**config.mk**
```make
export PLATFORM = sky130hd
export DESIGN_NAME = l2c_mem_bridge_flat
export DESIGN_NICKNAME = d
export VERILOG_FILES = /design/src/rtl/l2c_mem_bridge_if.sv /design/src/rtl/l2c_mem_bridge.sv /design/src/flat_wrapper.sv
export SDC_FILE = /design/constraint.sdc
export NUM_CORES = 1
export LEC_CHECK = 0
export CAP_MARGIN = 25
export CORE_AREA = 2 2 239 241
export CTS_CLUSTER_DIAMETER = 200
export DETAILED_ROUTE_END_ITERATION = 6
export DIE_AREA = 0 0 241 243
export DONT_BUFFER_PORTS = 1
export PLACE_DENSITY = 0.72
export SYNTH_ARGS = -nofsm -noshare
export SYNTH_HDL_FRONTEND = slang
export SYNTH_SLANG_ARGS = --single-unit
```
**constraint.sdc**
```tcl
create_clock -name clk_l2 -period 3.1 [get_ports clk_l2]
set_input_delay 0.775 -clock clk_l2 [delete_from_list [all_inputs] [get_ports clk_l2]]
set_output_delay 0.775 -clock clk_l2 [all_outputs]
set_load 0.05 [all_outputs]
```
**src/rtl/l2c_mem_bridge_if.sv**
```systemverilog
// Word-serial main-memory port of the L2 memory bridge: one beat per req/ack handshake.
interface l2c_mem_bridge_if #(
    parameter int ADDR_WIDTH = 32,
    parameter int DATA_WIDTH = 32
);
    logic                  mem_req;
    logic                  mem_we;
    logic [ADDR_WIDTH-1:0] mem_addr;
    logic [DATA_WIDTH-1:0] mem_wdata;
    logic                  mem_ack;
    logic [DATA_WIDTH-1:0] mem_rdata;

    modport master (output mem_req, mem_we, mem_addr, mem_wdata, input mem_ack, mem_rdata);
    modport slave  (input mem_req, mem_we, mem_addr, mem_wdata, output mem_ack, mem_rdata);
endinterface

```
**src/rtl/l2c_mem_bridge.sv**
```systemverilog
// L2 memory-side engine: queues inst/data writeback and fill requests and serves them
// one line at a time as word-serial bursts on a single memory port.
module l2c_mem_bridge #(
    parameter int DATA_WIDTH = 32,
    parameter int ADDR_WIDTH = 32,
    parameter int LINE_WORDS = 4
) (
    input  logic                             clk_l2,
    input  logic                             rst_n,
    input  logic                             inst_mem_dirty_req,
    input  logic                             inst_mem_replace_req,
    input  logic [ADDR_WIDTH-1:0]            inst_dirty_addr,
    input  logic [ADDR_WIDTH-1:0]            inst_replace_addr,
    input  logic [LINE_WORDS*DATA_WIDTH-1:0] inst_dirty_line,
    output logic                             inst_mem_dirty_done,
    output logic                             inst_mem_replace_done,
    input  logic                             data_mem_dirty_req,
    input  logic                             data_mem_replace_req,
    input  logic [ADDR_WIDTH-1:0]            data_dirty_addr,
    input  logic [ADDR_WIDTH-1:0]            data_replace_addr,
    input  logic [LINE_WORDS*DATA_WIDTH-1:0] data_dirty_line,
    output logic                             data_mem_dirty_done,
    output logic                             data_mem_replace_done,
    output logic [LINE_WORDS*DATA_WIDTH-1:0] fill_line,
    l2c_mem_bridge_if.master                 mem
);
    localparam int LINE_BITS = LINE_WORDS * DATA_WIDTH;
    localparam int BEAT_W    = $clog2(LINE_WORDS);
    localparam int WORD_OFF  = $clog2(DATA_WIDTH / 8);
    localparam int LINE_OFF  = BEAT_W + WORD_OFF;
    localparam int TAG_W     = ADDR_WIDTH - LINE_OFF;
    localparam logic [BEAT_W-1:0] LAST_BEAT = BEAT_W'(LINE_WORDS - 1);

    typedef enum logic [1:0] {IDLE, WR, RD, DONE} state_t;

    // Request slots are indexed {channel, is_fill}: 0 inst wb, 1 inst fill, 2 data wb, 3 data fill.
    state_t               state_reg, state_next;
    logic [3:0]           req_in, req_q_reg, pend_reg, edge_hit;
    logic [TAG_W-1:0]     addr_in  [4];
    logic [TAG_W-1:0]     addr_reg [4];
    logic [LINE_BITS-1:0] dline_reg [2];
    logic [1:0]           cur_slot_reg;
    logic                 rr_reg;
    logic [BEAT_W-1:0]    beat_reg;
    logic [LINE_BITS-1:0] rd_buf_reg, rd_buf_next;
    logic [DATA_WIDTH-1:0] wr_word [LINE_WORDS];
    logic                 inst_any, data_any, grant_ch, grant_rd, last_ack;
    logic                 addr_low_unused;

    assign req_in = {data_mem_replace_req, data_mem_dirty_req,
                     inst_mem_replace_req, inst_mem_dirty_req};
    assign addr_in[0] = inst_dirty_addr[ADDR_WIDTH-1:LINE_OFF];
    assign addr_in[1] = inst_replace_addr[ADDR_WIDTH-1:LINE_OFF];
    assign addr_in[2] = data_dirty_addr[ADDR_WIDTH-1:LINE_OFF];
    assign addr_in[3] = data_replace_addr[ADDR_WIDTH-1:LINE_OFF];
    assign addr_low_unused = ^{inst_dirty_addr[LINE_OFF-1:0], inst_replace_addr[LINE_OFF-1:0],
                               data_dirty_addr[LINE_OFF-1:0], data_replace_addr[LINE_OFF-1:0]};

    generate
        for (genvar gi = 0; gi < 4; gi++) begin : g_edge
            assign edge_hit[gi] = req_in[gi] & ~req_q_reg[gi] & ~pend_reg[gi];
        end
        for (genvar gi = 0; gi < LINE_WORDS; gi++) begin : g_word
            assign wr_word[gi] = dline_reg[cur_slot_reg[1]][gi*DATA_WIDTH +: DATA_WIDTH];
            assign rd_buf_next[gi*DATA_WIDTH +: DATA_WIDTH] =
                (beat_reg == BEAT_W'(gi)) ? mem.mem_rdata
                                          : rd_buf_reg[gi*DATA_WIDTH +: DATA_WIDTH];
        end
    endgenerate

    // Writeback before fill inside a channel; rr_reg names the channel owed the next contested grant.
    assign inst_any = pend_reg[0] | pend_reg[1];
    assign data_any = pend_reg[2] | pend_reg[3];
    assign grant_ch = data_any & (~inst_any | rr_reg);
    assign grant_rd = grant_ch ? ~pend_reg[2] : ~pend_reg[0];
    assign last_ack = mem.mem_ack & (beat_reg == LAST_BEAT);

    always_ff @(posedge clk_l2 or negedge rst_n) begin
        if (!rst_n) begin
            state_reg <= IDLE;
        end else begin
            state_reg <= state_next;
        end
    end

    always_comb begin
        state_next = state_reg;
        case (state_reg)
            IDLE:    if (inst_any | data_any) state_next = grant_rd ? RD : WR;
            WR, RD:  if (last_ack) state_next = DONE;
            DONE:    state_next = IDLE;
            default: state_next = IDLE;
        endcase
    end

    always_comb begin
        mem.mem_req           = (state_reg == WR) || (state_reg == RD);
        mem.mem_we            = (state_reg == WR);
        mem.mem_addr          = {addr_reg[cur_slot_reg], beat_reg, {WORD_OFF{1'b0}}};
        mem.mem_wdata         = wr_word[beat_reg];
        inst_mem_dirty_done   = (state_reg == DONE) && (cur_slot_reg == 2'd0);
        inst_mem_replace_done = (state_reg == DONE) && (cur_slot_reg == 2'd1);
        data_mem_dirty_done   = (state_reg == DONE) && (cur_slot_reg == 2'd2);
        data_mem_replace_done = (state_reg == DONE) && (cur_slot_reg == 2'd3);
    end

    // A slot's address/line only load on a fresh edge, so they stay frozen while it is queued or active.
    always_ff @(posedge clk_l2 or negedge rst_n) begin
        if (!rst_n) begin
            req_q_reg <= '0;
            pend_reg  <= '0;
            for (int i = 0; i < 4; i++) addr_reg[i] <= '0;
            dline_reg[0] <= '0;
            dline_reg[1] <= '0;
        end else begin
            req_q_reg <= req_in;
            for (int i = 0; i < 4; i++) begin
                if (state_reg == DONE && cur_slot_reg == 2'(i)) begin
                    pend_reg[i] <= 1'b0;
                end else if (edge_hit[i]) begin
                    pend_reg[i] <= 1'b1;
                    addr_reg[i] <= addr_in[i];
                end
            end
            if (edge_hit[0]) dline_reg[0] <= inst_dirty_line;
            if (edge_hit[2]) dline_reg[1] <= data_dirty_line;
        end
    end

    always_ff @(posedge clk_l2 or negedge rst_n) begin
        if (!rst_n) begin
            cur_slot_reg <= '0;
            rr_reg       <= 1'b0;
            beat_reg     <= '0;
            rd_buf_reg   <= '0;
            fill_line    <= '0;
        end else begin
            case (state_reg)
                IDLE: begin
                    if (inst_any | data_any) begin
                        cur_slot_reg <= {grant_ch, grant_rd};
                        if (inst_any & data_any) rr_reg <= ~grant_ch;
                    end
                end
                WR, RD: begin
                    if (mem.mem_ack) begin
                        if (state_reg == RD) rd_buf_reg <= rd_buf_next;
                        if (beat_reg != LAST_BEAT) begin
                            beat_reg <= beat_reg + 1'b1;
                        end else if (state_reg == RD) begin
                            // Publish on the last beat so the line is valid during the done pulse.
                            fill_line <= rd_buf_next;
                        end
                    end
                end
                DONE:    beat_reg <= '0;
                default: ;
            endcase
        end
    end
endmodule

```
**src/flat_wrapper.sv**
```systemverilog
// flat-port wrapper written by rule: the top's interface ports become plain ports
module l2c_mem_bridge_flat 
#(
    parameter int DATA_WIDTH = 32,
    parameter int ADDR_WIDTH = 32,
    parameter int LINE_WORDS = 4
)
  (clk_l2, rst_n, inst_mem_dirty_req, inst_mem_replace_req, inst_dirty_addr, inst_replace_addr, inst_dirty_line, inst_mem_dirty_done, inst_mem_replace_done, data_mem_dirty_req, data_mem_replace_req, data_dirty_addr, data_replace_addr, data_dirty_line, data_mem_dirty_done, data_mem_replace_done, fill_line, mem_mem_req, mem_mem_we, mem_mem_addr, mem_mem_wdata, mem_mem_ack, mem_mem_rdata);
  l2c_mem_bridge_if #(.ADDR_WIDTH(ADDR_WIDTH), .DATA_WIDTH(DATA_WIDTH)) mem_i ();
  input  logic clk_l2;
  input  logic rst_n;
  input  logic inst_mem_dirty_req;
  input  logic inst_mem_replace_req;
  input  logic [ADDR_WIDTH-1:0] inst_dirty_addr;
  input  logic [ADDR_WIDTH-1:0] inst_replace_addr;
  input  logic [LINE_WORDS*DATA_WIDTH-1:0] inst_dirty_line;
  output logic inst_mem_dirty_done;
  output logic inst_mem_replace_done;
  input  logic data_mem_dirty_req;
  input  logic data_mem_replace_req;
  input  logic [ADDR_WIDTH-1:0] data_dirty_addr;
  input  logic [ADDR_WIDTH-1:0] data_replace_addr;
  input  logic [LINE_WORDS*DATA_WIDTH-1:0] data_dirty_line;
  output logic data_mem_dirty_done;
  output logic data_mem_replace_done;
  output logic [LINE_WORDS*DATA_WIDTH-1:0] fill_line;
  output wire logic [$bits(mem_i.mem_req)-1:0] mem_mem_req;
  output wire logic [$bits(mem_i.mem_we)-1:0] mem_mem_we;
  output wire logic [$bits(mem_i.mem_addr)-1:0] mem_mem_addr;
  output wire logic [$bits(mem_i.mem_wdata)-1:0] mem_mem_wdata;
  input wire logic [$bits(mem_i.mem_ack)-1:0] mem_mem_ack;
  input wire logic [$bits(mem_i.mem_rdata)-1:0] mem_mem_rdata;
  assign mem_mem_req = mem_i.mem_req;
  assign mem_mem_we = mem_i.mem_we;
  assign mem_mem_addr = mem_i.mem_addr;
  assign mem_mem_wdata = mem_i.mem_wdata;
  assign mem_i.mem_ack = mem_mem_ack;
  assign mem_i.mem_rdata = mem_mem_rdata;
  l2c_mem_bridge #(.DATA_WIDTH(DATA_WIDTH), .ADDR_WIDTH(ADDR_WIDTH), .LINE_WORDS(LINE_WORDS)) u_core (.clk_l2(clk_l2), .rst_n(rst_n), .inst_mem_dirty_req(inst_mem_dirty_req), .inst_mem_replace_req(inst_mem_replace_req), .inst_dirty_addr(inst_dirty_addr), .inst_replace_addr(inst_replace_addr), .inst_dirty_line(inst_dirty_line), .inst_mem_dirty_done(inst_mem_dirty_done), .inst_mem_replace_done(inst_mem_replace_done), .data_mem_dirty_req(data_mem_dirty_req), .data_mem_replace_req(data_mem_replace_req), .data_dirty_addr(data_dirty_addr), .data_replace_addr(data_replace_addr), .data_dirty_line(data_dirty_line), .data_mem_dirty_done(data_mem_dirty_done), .data_mem_replace_done(data_mem_replace_done), .fill_line(fill_line), .mem(mem_i));
endmodule
```
### Yosys cells after proc, flatten, opt, wreduce, memory -nomap -nowiden

Index checks and enable logic that the tools add are counted.

* bits in registers: 639
* output and inout port bits: 198
* bits of input ports: 423

* bitwise operators: 33
* muxes and demuxes: 29
* $add $sub $neg: 1
* reductions and logical operators: 24
* magnitude comparators: 3
* equal/unequal tests: 14

Operator list (count)
* $mux 128: 3
* $mux 32: 6
* $bmux 32 s2: 1
* $bmux 28 s2: 1
* $mux 28: 2
* $not 1->1: 15
* $eq 2x2->1 const B: 6
* $reduce_and 2->1: 6
* $and 1x1->1: 11
* $mux 2: 5
* $reduce_bool 2->1: 5
* $mux 1: 9
* $reduce_and 3->1: 3
* $eq 2x1->1 const B: 3
* $ge 3x3->1 const B: 2
* $logic_not 2->1: 3
* $ne 2x1->1 const B: 3
* $not 2->3: 2
* $pmux 2 s3: 1
* $logic_and 1x1->1: 4
* $ne 2x2->1 const B: 2
* $or 1x1->1: 4
* $pmux 2 s2: 1
* $reduce_and 4->1: 1
* other kinds (5): 5

### Depth between registers and ports, before layout

* word-level depth: 8
* depth in mapped cells: 9
* gate-level depth less buffers: 5

### Worst setup path after synthesis

OpenSTA, ideal clock, no wires.

* path kind: register to output
* start point: reg u_core.beat_reg[0]
* end point: out mem_mem_wdata[15]
* stages on the path, launching flop included: 7
* arrival: 2245 ps
* buffers on the path: 3
* path slack: 80 ps
* cells stage by stage: dfrtp_1 clkbuf_1 clkbuf_1 clkbuf_1 mux4_2 nand2_1 nand2_1

* word-level cells in the longest chain between the ends: 4

Ends and longest elaborated chain
* start, declared: RTL line l2c_mem_bridge.sv:44 `logic [BEAT_W-1:0] beat_reg;`
* start signal, assigned: RTL line l2c_mem_bridge.sv:149 `beat_reg <= beat_reg + 1'b1;`
* $not 2->3 (not written as such): RTL line l2c_mem_bridge.sv:100 `mem.mem_wdata = wr_word[beat_reg];`
* $bmux 32 s2: RTL line l2c_mem_bridge.sv:100
* $mux 32 (not written as such) (2 in series): RTL line l2c_mem_bridge.sv:100
* end, declared: RTL line flat_wrapper.sv:30 `output wire logic [$bits(mem_i.mem_wdata)-1:0] mem_mem_wdata;`

No other way between the ends. The select of a mux whose other input is x is not followed.

### Worst setup path after layout

* start point: reg u_core.cur_slot_reg[1]
* end point: out mem_mem_wdata[16]

* word-level cells in the longest chain between the ends: 7

Ends and longest elaborated chain
* start, declared: RTL line l2c_mem_bridge.sv:42 `logic [1:0] cur_slot_reg;`
* start signal, assigned: RTL line l2c_mem_bridge.sv:141 `cur_slot_reg <= {grant_ch, grant_rd};`
* $not 1->2 (not written as such): RTL line l2c_mem_bridge.sv:64 `assign wr_word[gi] = dline_reg[cur_slot_reg[1]][gi*DATA_WIDTH +: DATA_WIDTH];`
* $mux 128 (not written as such) (3 in series): RTL line l2c_mem_bridge.sv:64
* $bmux 32 s2: RTL line l2c_mem_bridge.sv:100
* $mux 32 (not written as such) (2 in series): RTL line l2c_mem_bridge.sv:100

No other way between the ends. The select of a mux whose other input is x is not followed.

==> impl_metrics.json <==
{
  "fin_crit_sh_pct": 97.9,
  "area_delta_synth_final_pct": 15.5,
  "crit_buf_inv": 2,
  "vdd_drop_max_v": 0.000802,
  "n_fill_cell": 4532,
  "io-pin-count": 621,
  "die_area_um2": 58600,
  "syn_inst": 1769,
  "worst_path_max_delay_cell": "mux4_2",
  "first_pass_iters": 4,
  "drc": 0,
  "maxCapViolCount": 0,
  "r2r_end": "u_core.addr_reg[20]$_DFFE_PN0P_",
  "path_cells": "buf_12, mux4_2, nand2_1, nand2_1, buf_12",
  "clkTransAtPathRegs_ps": 60,
  "synthMuxAreaShare_pct": 33.6,
  "cp-end-kind": "output port",
  "finalMaxSlewViolations": 331,
  "cp.arrival_ps": 2260,
  "grt_max_degree": 608,
  "place_congestion": 0.850,
  "synth_cell_types": 38,
  "worstPathMaxFanout": 15,
  "clk_latency_ps": 600,
  "cts_inserted_buffers": 66,
  "portBuffers": 0,
  "antenna_left": 0,
  "rows": 87,
  "via_count": 14900,
  "grt.total_usage_pct": 22.5,
  "holdWs_ps": -112,
  "path_class": "register to output port",
  "synth-xor-area-share_pct": 0.0334,
  "syn_area_per_cell_um2": 14.8,
  "synthAdderAreaFrac_pct": 0.478,
  "hold_violations": 159,
  "grt_overflow": 0,
  "totalPowerFinal_uw": 39000,
  "cts.sinks": 607,
  "first_global_vias": 15900,
  "largest_reg_flops": 256,
  "finalSetupViolCount": 0,
  "viasPerCell": 5.69,
  "wirelength_mm": 66.3,
  "placed_area_um2": 27700,
  "yosysSeqAreaShare_pct": 58.0,
  "core-area_um2": 56000,
  "cts.path.max_buffers": 3,
  "antenna_found_initial": 33,
  "drt_iter0_drc": 777,
  "drive_above_1_share_pct": 43.8,
  "start_util_pct": 46.8,
  "wire_per_inst_um": 25.3,
  "synth_ff_type": "dfrtp_1",
  "violations": "negative hold slack, max-slew violations",
  "r2r_slack_ps": 400,
  "synthSimpleGateAreaFrac_pct": 3.55,
  "ys.warnings.count": 0,
  "critPathMaxStageDelay_ps": 520,
  "htree_num_levels": 3,
  "reg2reg_depth": 6,
  "cp_top_family": "multiplexers",
  "relSlewSlack_pct": -84.9,
  "synth_edf_count": 0,
  "grt_pass1_wl_mm": 99.0,
  "stdcell_area_um2": 30300,
  "layout_commonest_cell": "dfrtp_1",
  "status": "finished with violations",
  "final_cell_mix": "dfrtp_1, mux2_2, nand2_1",
  "r2r_start": "u_core.cur_slot_reg[1]$_DFFE_PN0P_",
  "tightest_slew_ps": 2770,
  "cp-start-kind": "register",
  "synth_compound_area_share_pct": 2.22,
  "finalClockSkew_ps": 23.2,
  "power_leakage_uw": 0.0134,
  "final_nets": 2243,
  "ys_async_sr_fraction_pct": 100,
  "min_path_type": "primary input to asynchronous set/reset pin",
  "required_ps": 2320,
  "die_w_um": 241,
  "synth_seq_cells": 607,
  "cts-root-buf": "clkbuf_16",
  "fmax_ghz": 0.329,
  "netlist_area_um2": 26200,
  "dp_hpwl_mm": 43.9,
  "dieHeight_um": 243,
  "cts_tree": "built",
  "rsz0062_at_grt": "true",
  "synth_top_family_by_area": "multiplexers",
  "period_minus_slack_ps": 3040,
  "powerDensity_nw_per_um2": 1290
}
[cells in the mapped netlist (all sizes together), types with 2 or more instances]
library cell | count | area (um^2)
nor2b | 2 | 12.5
a21oi | 4 | 20.0
or3b | 2 | 17.5
inv | 8 | 30.0
o21ai | 101 | 505
a22oi | 2 | 15.0
mux4 | 92 | 2070
nor2 | 8 | 30.0
buf | 69 | 353
and3 | 2 | 12.5
nand2b | 2 | 12.5
or4b | 2 | 20.0
mux2 | 497 | 5750
nand3 | 2 | 10.0
ha | 10 | 125
mux2i | 98 | 981
nand2 | 198 | 743
dfrtp | 607 | 15200
clkbuf | 46 | 173
nor3b | 3 | 22.5
[report_power, final]
group | total, uW | internal [uW] | switching (uW)
Clock | 7950 | 4730 | 3220
Combinational | 14900 | 7590 | 7350
Sequential | 16100 | 11600 | 4520
Total | 39000 | 23900 | 15100
[how the worst max path moves through the flow]
stage / start / end / slack (ps) / depth (start not counted)
2_1_floorplan: u_core.beat_reg[0]$_DFFE_PN0P_ / mem_mem_wdata[15] / 80 / 6
3_3_place_gp: u_core.cur_slot_reg[1]$_DFFE_PN0P_ / mem_mem_wdata[16] / 540 / 5
3_5_place_dp: u_core.cur_slot_reg[1]$_DFFE_PN0P_ / mem_mem_wdata[16] / 540 / 5
4_1_cts: u_core.cur_slot_reg[1]$_DFFE_PN0P_ / mem_mem_wdata[9] / -20 / 7
5_1_grt: u_core.cur_slot_reg[1]$_DFFE_PN0P_ / mem_mem_wdata[7] / -2 / 6
6_report: u_core.cur_slot_reg[1]$_DFFE_PN0P_ / mem_mem_wdata[16] / 60 / 5
[area by class of cell]
type / count / area [um^2] / area share (%)
Timing Repair Buffer: 87 / 1320 / 4.35
Clock inverter: 25 / 314 / 1.04
Multi-Input combinational cell: 1039 / 10500 / 34.8
Inverter: 9 / 33.8 / 0.112
Antenna cell: 11 / 27.5 / 0.0910
Tap cell: 756 / 946 / 3.13
Sequential cell: 607 / 15200 / 50.2
Clock buffer: 89 / 1890 / 6.25
[what timing repair did]
item | 4_1_cts | 5_1_grt
buffers inserted | 14 | 1
gates resized for setup | 17 | 10
endpoints found under the hold margin | 607 | 607
pin swaps | 0 | 1
gates cloned | 4 | 1
endpoints found under the setup margin | 31 | 21
[logic make-up (layout without fill, tap and decap cells)]
family / count (synthesis) / in the layout
AOI/OAI and AO/OA: 112 / 112
adders and majority gates: 10 / 10
buffers and inverters: 124 / 210
and+or+nand+nor: 227 / 227
xor gates and xnor gates: 1 / 1
muxes: 687 / 687
DFF: 607 / 607
other: 1 / 13
[through the flow]
stage	setup TNS (ps)	worst slack (ps)	cells	utilization [%]
after floorplan	0	79.8	1770	-
after global placement	0	540	2480	49.5
after detailed placement	0	537	2480	49.5
after CTS	-97.4	-15.1	2612	54.0
after global routing	-2.23	-2.23	2622	54.1
final	0	64.2	2623	54.1
[routing by layer]
metal / track usage, % / part of all wire (%) / vias up
met5: 0 / 0.36 / -
met4: 9.53 / 3.7 / 34
met3: 8.29 / 8.7 / 166
met2: 36.8 / 50 / 505
met1: 26.5 / 38 / 7784
li1: - / - / 6439
Power figures use the tool's default switching activity.
